==> src/rtl/caldet_mxb_datapath.sv <==
// Determinant of a returned 2x2 signed matrix B (det = a*d - b*c).
// Uses a multi-cycle FSM and emits a one-cycle valid strobe per enable assertion.
module caldet_mxb_datapath #(
  parameter int unsigned DW = 8
) (
  input  logic            clk,
  input  logic            rst,
  input  logic            encaldetMxB,
  input  logic [DW-1:0]   rd1MxB,
  input  logic [DW-1:0]   rd2MxB,
  input  logic [DW-1:0]   rd3MxB,
  input  logic [DW-1:0]   rd4MxB,
  output logic [2*DW:0]   detMxB,
  output logic            detvalidMxB,
  output logic            busyMxB
);

  localparam int unsigned PW   = 2 * DW;
  localparam int unsigned DETW = 2 * DW + 1;

  typedef enum logic [2:0] {IDLE, MUL1, MUL2, SUB, HOLD} state_t;

  state_t                 state, state_d;
  logic signed [DW-1:0]   a, b, c, d;
  logic signed [DW-1:0]   a_d, b_d, c_d, d_d;
  logic signed [PW-1:0]   p1, p2, p1_d, p2_d;
  logic [DETW-1:0]        det_d;
  logic                   valid_d;

  // State and datapath registers; reset discards any in-flight computation
  always_ff @(posedge clk) begin
    if (rst) begin
      state       <= IDLE;
      a           <= '0;
      b           <= '0;
      c           <= '0;
      d           <= '0;
      p1          <= '0;
      p2          <= '0;
      detMxB      <= '0;
      detvalidMxB <= 1'b0;
    end else begin
      state       <= state_d;
      a           <= a_d;
      b           <= b_d;
      c           <= c_d;
      d           <= d_d;
      p1          <= p1_d;
      p2          <= p2_d;
      detMxB      <= det_d;
      detvalidMxB <= valid_d;
    end
  end

  // Next-state and datapath; operands are sampled only on the IDLE enable edge
  always_comb begin
    state_d = state;
    a_d     = a;
    b_d     = b;
    c_d     = c;
    d_d     = d;
    p1_d    = p1;
    p2_d    = p2;
    det_d   = detMxB;
    valid_d = 1'b0;
    case (state)
      IDLE: begin
        if (encaldetMxB) begin
          a_d     = rd1MxB;
          b_d     = rd2MxB;
          c_d     = rd3MxB;
          d_d     = rd4MxB;
          state_d = MUL1;
        end
      end
      MUL1: begin
        p1_d    = PW'(a) * PW'(d);
        state_d = MUL2;
      end
      MUL2: begin
        p2_d    = PW'(b) * PW'(c);
        state_d = SUB;
      end
      SUB: begin
        // Sign-extending both products by one bit makes the difference overflow-free
        det_d   = DETW'(p1) - DETW'(p2);
        valid_d = 1'b1;
        state_d = HOLD;
      end
      HOLD: begin
        if (!encaldetMxB) state_d = IDLE;
      end
      default: state_d = IDLE;
    endcase
  end

  assign busyMxB = (state == MUL1) || (state == MUL2) || (state == SUB);

endmodule

==> config.mk <==
export PLATFORM = sky130hd
export DESIGN_NAME = caldet_mxb_datapath
export DESIGN_NICKNAME = d
export VERILOG_FILES = /design/src/rtl/caldet_mxb_datapath.sv
export SDC_FILE = /design/constraint.sdc
export NUM_CORES = 1
export LEC_CHECK = 0
export BUFFER_PORTS_ARGS = -buffer_cell sky130_fd_sc_hd__buf_2
export CORE_MARGIN = 1
export CORE_UTILIZATION = 40
export CTS_BUF_LIST = sky130_fd_sc_hd__clkbuf_4
export DETAILED_ROUTE_END_ITERATION = 6
export HOLD_SLACK_MARGIN = 0.06
export PLACE_DENSITY = 0.59
export SLEW_MARGIN = 25
export SYNTH_ARGS = -nofsm -noshare
export SYNTH_HDL_FRONTEND = slang
export SYNTH_SLANG_ARGS = --single-unit
==> constraint.sdc <==
create_clock -name clk -period 11.5 [get_ports clk]
set_input_delay 2.875 -clock clk [delete_from_list [all_inputs] [get_ports clk]]
set_output_delay 2.875 -clock clk [all_outputs]
set_load 0.03 [all_outputs]
# Word level (Yosys, flattened, before mapping)
# Cells that the tools add are included.
# Widths: inputs -> output; s select.
totals:
  inputBits: 35
  output_inout_bits: 19
  reg_bits: 85
  word_cells: 27
op_classes:
  n_eq_ne: 6
  multipliers: 2
  n_reduce_logical: 5
  add_sub_neg: 1
  mux: 4
ops:
  columns: ["cell", "n"]
  rows:
  - ["$mul 8x8->16", 2]
  - ["$sub 16x16->17", 1]
  - ["$pmux 3 s5", 1]
  - ["$eq 3x2->1 const B", 2]
  - ["$mux 3", 2]
  - ["$ne 2x2->1 const B", 2]
  - ["$reduce_and 2->1", 2]
  - ["$eq 3x1->1 const B", 1]
  - ["$eq 3x3->1 const B", 1]
  - ["$logic_not 3->1", 1]
  - ["$logic_or 1x1->1", 2]
  - ["$mux 1", 1]

# Depth between registers and ports, before layout
# Gate-level depths: netlist of run 1.
logic_depth:
  depth_word: 3
  mapped_depth: 17
  depth_no_buf: 16

# Worst setup path after synthesis of run 1
# Ideal clock, no wire load.
synth_timing:
  path_kind: "reg-to-reg"
  start: "reg b[7]"
  end: "reg p2[15]"
  path_stages_with_launch: 15
  setup_slack_ps: 7296
  required_ps: 11380
  path_buffers: 1
  period_less_slack_ps: 4204
  setup_time_ps: 120
  arrival_ps: 4084
  path_cell_list: "dfxtp_1 clkbuf_1 nand2_1 fa_1 fa_1 fa_1 inv_1 fa_1 ha_1 and2_1 or2_1 nor3_1 a21boi_1 nor3_1 o31a_1"
synth_via:
  elab_chain_len: 1
synth_rtl:
  columns: ["item", "line_no", "rtl"]
  rows:
  - ["start: declaration", "24", "logic signed [DW-1:0] a, b, c, d;"]
  - ["start signal: assignment", "35", "b <= '0;"]
  - ["start signal: assignment", "45", "b <= b_d;"]
  - ["$mul 8x8->16", "81", "p2_d = PW'(b) * PW'(c);"]
  - ["end signal: assignment", "49", "p2 <= p2_d;"]
  - ["end: declaration", "26", "logic signed [PW-1:0] p1, p2, p1_d, p2_d;"]
# No other way between the ends.
# A chain may end at the register's enable or synchronous reset.

# Worst setup path in the final report of run 1
layout_timing:
  start: "reg state[1]"
  end: "out busyMxB"
layout_via:
  elab_chain_len: 3
  elab_cells_between_ends: 5
  classes_between: "3 x eq/ne; 2 x reduce/logical"
layout_rtl:
  columns: ["item", "line_no", "rtl"]
  rows:
  - ["start: declaration", "23", "state_t state, state_d;"]
  - ["start signal: assignment", "43", "state <= state_d;"]
  - ["$eq 3x1->1 / $eq 3x2->1 (equally long branches)", "97", "assign busyMxB = (state == MUL1) || (state == MUL2) || (state == SUB);"]
  - ["$logic_or 1x1->1", "97", null]
  - ["$logic_or 1x1->1 (*)", "97", null]
  - ["end: declaration", "15", "output logic busyMxB"]
# Every way passes the cells marked *; elsewhere a longest branch is shown, timed or not.

==> impl_metrics.yaml, run 1 <==
synthesis:
  synth_top_cells_by_count: "180 x inv_1, 142 x nand2_1, 111 x fa_1"
  netlist_instances: 1046
  synth-main-ff-cell: "dfxtp_1"
  syn_area_um2: 8850
  yosysTopAreaCellShare_pct: 25.1
  syn_nets: 1266
  synth_edf_count: 0
  yosysTopAreaCell: "fa_1"
  ys_ff_latch: 85
  yosysMostFrequentCell: "inv_1"
  seq_area_frac_synth_pct: 19.2
  synth.avg_cell_area_um2: 8.46
  yosys-top-cells-area: "fa_1 25%, dfxtp_1 19%, ha_1 10%"
  async_flop_share_pct: 0
  ys_types: 57
  yosysWarningCount: 0
die:
  dieArea_um2: 22700
  die_w_um: 151
  start_util_pct: 40.7
  dieHeight_um: 151
  rows: 54
  io_pins: 54
  core-area_um2: 21800
timing:
  clock_skew_ns: 0.0368
  drv_slew: 0
  worstMarginPinSlew_ns: 0.876
  max_freq_mhz: 224
  final-hold-violation-count: 0
  fin_crit_sh_pct: 38.9
  min_period_ns: 4.47
  slew_headroom_pct: 41.5
  finalWorstSetupSlack_ns: 7.03
  finalSetupViolCount: 0
  rsz0062_at_grt: "false"
  finalSetupTns_ns: 0
setup_path:
  slowest_delay_ns: 0.57
  required_ns: 8.63
  critPathLaunchType: "flip-flop"
  cp_cell_sequence: "nor2_1 -> nor2_1 -> buf_2"
  crit_slowest_cell: "dfxtp_1"
  worst_setup_path_end_kind: "output pin"
  cp_data_arrival_time_ns: 1.60
  crit_path_max_fanout: 11
  cp_common_cell: "nor2_1"
  worst-setup-path-type: "flip-flop to output pin"
grt:
  grt_max_degree: 79
  antenna_found_initial: 1
  grt_usage_pct: 18.1
  grt_pass1_vias: 6785
  grt_overflow: 0
  grt_pass1_wl_mm: 32.8
job:
  max_cap_violations: 0
drt:
  vias: 6587
  met2_length_mm: 8.19
  wire_per_inst_um: 13.4
  wl_met3_um: 582
  ant_nets: 0
  first_pass_iters: 4
  viasPerCell: 4.82
  drt_iter0_markers: 226
  drcViolationCount: 0
  wl_mm: 18.3
  drt-met1-wl_mm: 9.33
  top_layer_used: "met4"
clock_tree:
  cts-root-buf: "clkbuf_4"
  clk_pin_slew_ns: 0.14
  clkSinkCount: 85
  clk_latency_ns: 0.48
  post_cts_buffers: 0
  htree_num_levels: 3
  cts_buffers: 9
  cts_tree: "done"
  ctsResizeCount: 0
  clock_tree.buffer_depth: 2
  ctsHoldBuffers: 0
placed_design:
  numPortBuffers: 53
  place_hpwl_mm: 14.6
  gp_congestion: 0.803
  pre_cts_slack_ns: 6.58
outcome:
  outcome: "finished clean"
layout:
  area_growth_pct: 7.10
  multi_input_area_um2: 6300
  fillers: 2256
  final_nets: 1299
  regArea_um2: 1700
  drive_gt1_share_pct: 7.84
power_and_ir_drop:
  p_leak_nw: 4.43
  p_per_area_nw_per_um2: 84.5
  ir_drop_mv: 0.0576
hold_path:
  hold_class: "flip-flop to flip-flop"
-- metrics by stage --
| stage | instances | area, um^2 | hold WS (ns) | utilization, % | power (mW) |
|---|---|---|---|---|---|
| after floorplan | 1046 | 8850 | 0.432 | - | 0.558 |
| after global placement | 1348 | 9330 | 0.437 | 42.9 | 0.623 |
| after detailed placement | 1348 | 9330 | 0.444 | 42.9 | 0.626 |
| after CTS | 1364 | 9470 | 0.461 | 43.5 | 0.812 |
| after global routing | 1368 | 9480 | 0.482 | 43.6 | 0.867 |
| final | 1368 | 9480 | 0.455 | 43.6 | 0.801 |
-- kinds of logic (layout without fill, tap and decap cells) --
family / after synthesis / in the layout / synth area share (%)
other: 0 / 4 / 0
AOI/OAI and AO/OA: 172 / 172 / 12.3
and+or+nand+nor: 361 / 361 / 20.5
muxes: 3 / 3 / 0.368
buffers and inverters: 216 / 254 / 9.67
adders and majority gates: 185 / 185 / 35.6
xor gates and xnor gates: 24 / 24 / 2.38
DFF: 85 / 85 / 19.2
-- worst paths after layout --
path	start	cells after the start	slack, ns	endpoint
hold / removal	detMxB[6]	2	0.45	detMxB[6]
hold reg to reg	detMxB[6]	2	0.45	detMxB[6]
setup / recovery	state[1]	3	7.03	busyMxB
setup reg to reg	c[2]	13	7.05	p2[15]
-- area by class of cell --
class | count | area share (%)
Multi-Input combinational cell | 745 | 66.5
Antenna cell | 4 | 0.106
Clock buffer | 10 | 0.792
Timing Repair Buffer | 58 | 3.19
Clock inverter | 6 | 0.647
Sequential cell | 85 | 18.0
Tap cell | 280 | 3.70
Inverter | 180 | 7.13
-- worst max-delay path: cells and delay by family, from the launching register on --
family / cells / cell delay, ns
flip-flops: 1 / 0.57
AND/OR/NAND/NOR: 2 / 0.33
buffers and inverters: 1 / 0.24
-- sequential cells by signal (all words and copies together) (netlist names), 3 cells and up --
signal and flops:
p1 16, state 3, p2 16, detMxB 17, a 8, c 8, d 8, b 8
-- metal layers --
metal | vias up | GRT usage [%]
met3 | 19 | 2.79
met2 | 76 | 29.6
met1 | 3073 | 25.1
li1 | 3419 | -
met5 | - | 0
met4 | 0 | 3.80
-- layout by cell type (no fill, tap or decap), drive strengths merged, types with 8 or more instances in the layout --
| master | n |
|---|---|
| nor2 | 22 |
| clkbuf | 10 |
| inv | 181 |
| a21oi | 76 |
| a21o | 8 |
| fa | 111 |
| nand3 | 30 |
| xnor2 | 18 |
| and2 | 87 |
| o21a | 17 |
| ha | 74 |
| nor3 | 25 |
| nor2b | 17 |
| nand2b | 9 |
| nand2 | 142 |
| o211ai | 10 |
| o21ai | 27 |
| dfxtp | 85 |
| buf | 58 |
-- power breakdown --
group | internal (mW) | leakage [nW] | switching (mW)
combinational | 0.114 | 3.66 | 0.159
clock | 0.0685 | 0.0782 | 0.115
sequential | 0.312 | 0.691 | 0.0307
total | 0.495 | 4.43 | 0.306
No activity file was read; power rests on OpenSTA's default activity.
==> inputs of run 2 (changes only) <==
Settings changed: PLACE_DENSITY 0.59 to 0.61.
Clock period 11.5 ns to 3.9 ns, I/O delays scaled along.
==> impl_metrics.yaml, run 2 (same netlist as run 1, synthesis figures left out) <==
outcome:
  outcome: "finished, violations left"
  violations: "setup timing"
timing:
  final-hold-violation-count: 0
  drv_slew: 0
  min_period_ns: 4.03
  worstMarginPinSlew_ns: 0.948
  finalSetupViolCount: 9
  clock_skew_ns: 0.0323
  max_freq_mhz: 248
  slew_headroom_pct: 36.6
  finalWorstSetupSlack_ns: -0.134
  rsz0062_at_grt: "true"
  fin_crit_sh_pct: 103
drt:
  drt_iter0_markers: 293
  wire_per_inst_um: 13.5
  wl_mm: 19.7
  vias: 7108
  viasPerCell: 4.89
  drcViolationCount: 0
  first_pass_iters: 4
  ant_nets: 0
setup_path:
  worst_setup_path_end_kind: "flip-flop"
  worst-setup-path-type: "flip-flop to flip-flop"
  required_ns: 4.30
  crit_path_max_fanout: 8
  cp_data_arrival_time_ns: 4.43
  critPathLaunchType: "flip-flop"
power_and_ir_drop:
  power_mw: 2.68
  ir_drop_mv: 0.303
  p_per_area_nw_per_um2: 249
  p_leak_nw: 4.94
layout:
  largest-register: "detMxB"
  drive_gt1_share_pct: 25.7
  final_nets: 1388
  final_common_cell: "inv_1"
  layout_common_cells: "162 x inv_1, 137 x nand2_1, 100 x fa_1, 88 x buf_4, 74 x and2_1"
  area_growth_pct: 21.5
  fin_util_pct: 49.4
  stdcell_area_um2: 10800
  stdcell_count: 1455
  largestRegisters: "detMxB x17, p1 x16, p2 x16"
  fillers: 2125
  largest_reg_flops: 17
clock_tree:
  cts_buffers: 9
  clkSinkCount: 85
  clk_latency_ns: 0.50
  clk_pin_slew_ns: 0.15
  htree_num_levels: 3
  clock_tree.buffer_depth: 2
  cts_tree: "done"
  cts-root-buf: "clkbuf_4"
placed_design:
  pre_cts_slack_ns: -0.287
  place_hpwl_mm: 15.5
  numPortBuffers: 53
  post_dp_cell_area_um2: 10000
  gp_congestion: 0.858
  place_inst: 1432
grt:
  grt_overflow: 0
  grt_usage_pct: 19.2
  antenna_found_initial: 2
  grt_max_degree: 78
  grt_pass1_wl_mm: 34.6
  grt_pass1_vias: 7265
die:
  dieHeight_um: 151
  die_w_um: 151
  io_pins: 54
  rows: 54
  start_util_pct: 40.7
  core-area_um2: 21800
  dieArea_um2: 22700
hold_path:
  hold_class: "flip-flop to flip-flop"
job:
  max_cap_violations: 0
## run 2: worst max-delay path, cell delays in order, from the launching register on
cell,delay (ns)
dfxtp_4,0.40
and2_4,0.16
fa_1,0.49
inv_1,0.05
fa_1,0.51
inv_2,0.04
fa_1,0.52
inv_1,0.04
fa_1,0.49
inv_2,0.05
ha_4,0.22
o21a_4,0.13
buf_6,0.11
o21a_1,0.18
o21a_1,0.18
o21a_1,0.18
o31ai_1,0.20
## run 2: metrics by stage
| stage | hold WS, ns | TNS [ns] |
|---|---|---|
| 2_1_floorplan | 0.432 | -0.0383 |
| 5_1_grt | 0.482 | -2.79 |
| 3_3_place_gp | 0.437 | -1.74 |
| 6_report | 0.458 | -0.840 |
| 3_5_place_dp | 0.443 | -2.36 |
| 4_1_cts | 0.463 | -0.618 |
## run 2: routing by layer
layer / global-route usage [%] / routed length (um) / vias to the layer above
li1: - / - / 3597
met1: 26.2 / 9780 / 3401
met2: 32.1 / 9190 / 94
met3: 2.73 / 543 / 16
met4: 4.20 / 180 / 0
met5: 0 / 0 / -
## run 2: final cells by class
type | instances | area, um^2 | share of cell area, %
clock buffers | 9 | 67.6 | 0.628
well taps | 280 | 350 | 3.26
flip-flops and latches | 85 | 1780 | 16.6
multi-input cells | 745 | 6770 | 63.0
diodes | 2 | 5.00 | 0.0465
clock inverters | 7 | 105 | 0.977
repair buffers | 147 | 993 | 9.24
inverters | 180 | 676 | 6.28
## run 2: path summary, 6_finish.rpt
kind | start | endpoint | slack (ns) | cells after the start
worst max register to register | a[6] | p1[10] | -0.13 | 16
worst min register to register | detMxB[5] | detMxB[5] | 0.46 | 2
worst min-delay path | detMxB[5] | detMxB[5] | 0.46 | 2
worst max-delay path | a[6] | p1[10] | -0.13 | 16
## run 2: what timing repair did
action                                 CTS  global route
endpoints found under the hold margin    0             0
resized for setup                       68            74
hold buffers                             0             0
setup buffers                            1             4
setup endpoints to repair               16            16
pin swaps                               34            27
gates cloned                             0             0
## run 2: where the power goes
part / total [mW] / internal (mW) / switching [mW]
Combinational: 1.03 / 0.480 / 0.554
Clock: 0.645 / 0.271 / 0.374
Sequential: 1.00 / 0.923 / 0.0777
==> inputs of run 3 (changes only) <==
Settings changed: CELL_PAD_IN_SITES_DETAIL_PLACEMENT from default to 0, CELL_PAD_IN_SITES_GLOBAL_PLACEMENT from default to 1, GPL_TIMING_DRIVEN from default to 0, PLACE_DENSITY 0.61 to 0.76.
==> impl_metrics.yaml, run 3 (same netlist as run 1, synthesis figures left out) <==
die:
  rows: 54
  dieArea_um2: 22700
  die_w_um: 151
  core-area_um2: 21800
  io_pins: 54
  dieHeight_um: 151
  start_util_pct: 40.7
timing:
  finalSetupViolCount: 10
  hold_ws_ns: 0.455
  drv_slew: 0
  max_freq_mhz: 246
  min_period_ns: 4.06
  fin_crit_sh_pct: 104
  slew_headroom_pct: 47.4
  worstMarginPinSlew_ns: 0.789
  rsz0062_at_grt: "true"
  clock_skew_ns: 0.0292
  final-hold-violation-count: 0
  finalWorstSetupSlack_ns: -0.161
outcome:
  outcome: "finished, violations left"
  violations: "setup timing"
layout:
  stdcell_area_um2: 10500
  largest-register: "detMxB"
  largest_reg_flops: 17
  fillers: 2183
  largestRegisters: "detMxB x17, p1 x16, p2 x16"
  final_nets: 1364
  layout_common_cells: "156 x inv_1, 136 x nand2_1, 95 x fa_1, 70 x and2_1, 69 x a21oi_1"
  drive_gt1_share_pct: 23.8
  area_growth_pct: 18.8
  final_common_cell: "inv_1"
  stdcell_count: 1429
hold_path:
  hold_class: "flip-flop to flip-flop"
  worst_hold_path.endpoint: "detMxB[5]"
  min_path_cells: 2
  min-delay-start: "detMxB[5]"
setup_path:
  worst-setup-path-type: "flip-flop to flip-flop"
  r2r_cells: 16
  reg2reg_to: "p2[15]"
  crit_slowest_cell: "fa_2"
  crit_path_max_fanout: 6
  critPathLaunchType: "flip-flop"
  r2r_slack_ns: -0.16
  cp_data_arrival_time_ns: 4.45
  slowest_delay_ns: 0.56
  cp_cell_sequence: "buf_6 -> nand2_4 -> fa_2 -> inv_2 -> fa_2 -> fa_1 -> inv_1 -> fa_1 -> inv_2 -> ha_4 -> o21ai_2 -> nor2b_4 -> nor3_4 -> a21boi_2 -> o21a_1 -> o31a_1"
  r2r-start: "b[6]"
  worst_setup_path_end_kind: "flip-flop"
  required_ns: 4.29
placed_design:
  pre_cts_slack_ns: -0.383
  post_dp_cell_area_um2: 9580
  numPortBuffers: 53
  place_inst: 1379
  place_hpwl_mm: 16.5
  gp_congestion: 0.814
grt:
  grt_max_degree: 15
  grt_pass1_wl_mm: 35.5
  grt_usage_pct: 20.2
  grt_overflow: 0
  antenna_found_initial: 1
  grt_pass1_vias: 7010
clock_tree:
  clk_latency_ns: 0.48
  cts_buffers: 9
  clkSinkCount: 85
  ctsHoldBuffers: 0
  clk_pin_slew_ns: 0.15
  htree_num_levels: 3
  clock_tree.buffer_depth: 2
  cts-root-buf: "clkbuf_4"
  cts_tree: "done"
drt:
  first_pass_iters: 5
  vias: 7098
  ant_nets: 0
  wl_mm: 21.4
  wire_per_inst_um: 14.9
  drcViolationCount: 0
  viasPerCell: 4.97
  drt_iter0_markers: 279
job:
  max_cap_violations: 0
power_and_ir_drop:
  p_leak_nw: 4.75
  p_per_area_nw_per_um2: 242
  ir_drop_mv: 0.139
[run 3: worst max-delay path: cells and delay by family, from the launching register on]
| family | cells | cell delay (ns) |
|---|---|---|
| fa+ha+maj | 5 | 2.31 |
| compound gates | 4 | 0.59 |
| flops | 1 | 0.42 |
| simple gates | 3 | 0.39 |
| buf+inv | 4 | 0.27 |
[run 3: worst max-delay path by stage]
stage / start / endpoint / slack, ns / cells after the start
final: b[6] / p2[15] / -0.16 / 16
after global routing: b[7] / p2[15] / -0.32 / 14
after CTS: b[7] / p2[15] / -0.17 / 14
after detailed placement: d[2] / p1[13] / -0.38 / 15
after global placement: d[2] / p1[13] / -0.38 / 15
after floorplan: b[7] / p2[15] / -0.04 / 14
[run 3: power breakdown]
group / switching, mW / leakage [nW] / total (mW) / internal, mW
combinational: 0.570 / 3.98 / 1.01 / 0.444
sequential: 0.0802 / 0.709 / 1.00 / 0.922
clock: 0.336 / 0.0675 / 0.527 / 0.191
total: 0.986 / 4.75 / 2.54 / 1.56
[run 3: what timing repair did]
item,CTS,global route
setup buffers,30,8
pin swaps,49,37
setup endpoints to repair,15,16
resized for setup,123,53
[run 3: cell type report]
type | count | area [um^2] | share of cell area [%]
multi-input combinational | 745 | 6810 | 64.8
clock inverter | 6 | 62.6 | 0.595
sequential | 85 | 1780 | 17.0
clock buffer | 9 | 67.6 | 0.643
tap | 280 | 350 | 3.33
buffer | 32 | 185 | 1.76
inverter | 180 | 676 | 6.43
antenna | 1 | 2.50 | 0.0238
timing repair buffer | 91 | 577 | 5.49
[run 3: metal layers]
metal | share of wire, % | track usage [%] | wire [um]
met5 | 0 | 0 | 0
met4 | 1.0 | 4.95 | 217
met3 | 3.6 | 3.00 | 779
met2 | 47 | 33.4 | 10000
met1 | 48 | 27.6 | 10400
[run 3: per-stage QoR]
| step | util (%) | power, mW | TNS (ns) |
|---|---|---|---|
| 3_5_place_dp | 44.0 | 1.90 | -3.57 |
| 5_1_grt | 48.3 | 2.74 | -2.79 |
| 3_3_place_gp | 44.0 | 1.89 | -3.32 |
| 6_report | 48.3 | 2.54 | -0.875 |
| 4_1_cts | 47.4 | 2.52 | -1.01 |
| 2_1_floorplan | - | 1.67 | -0.0383 |
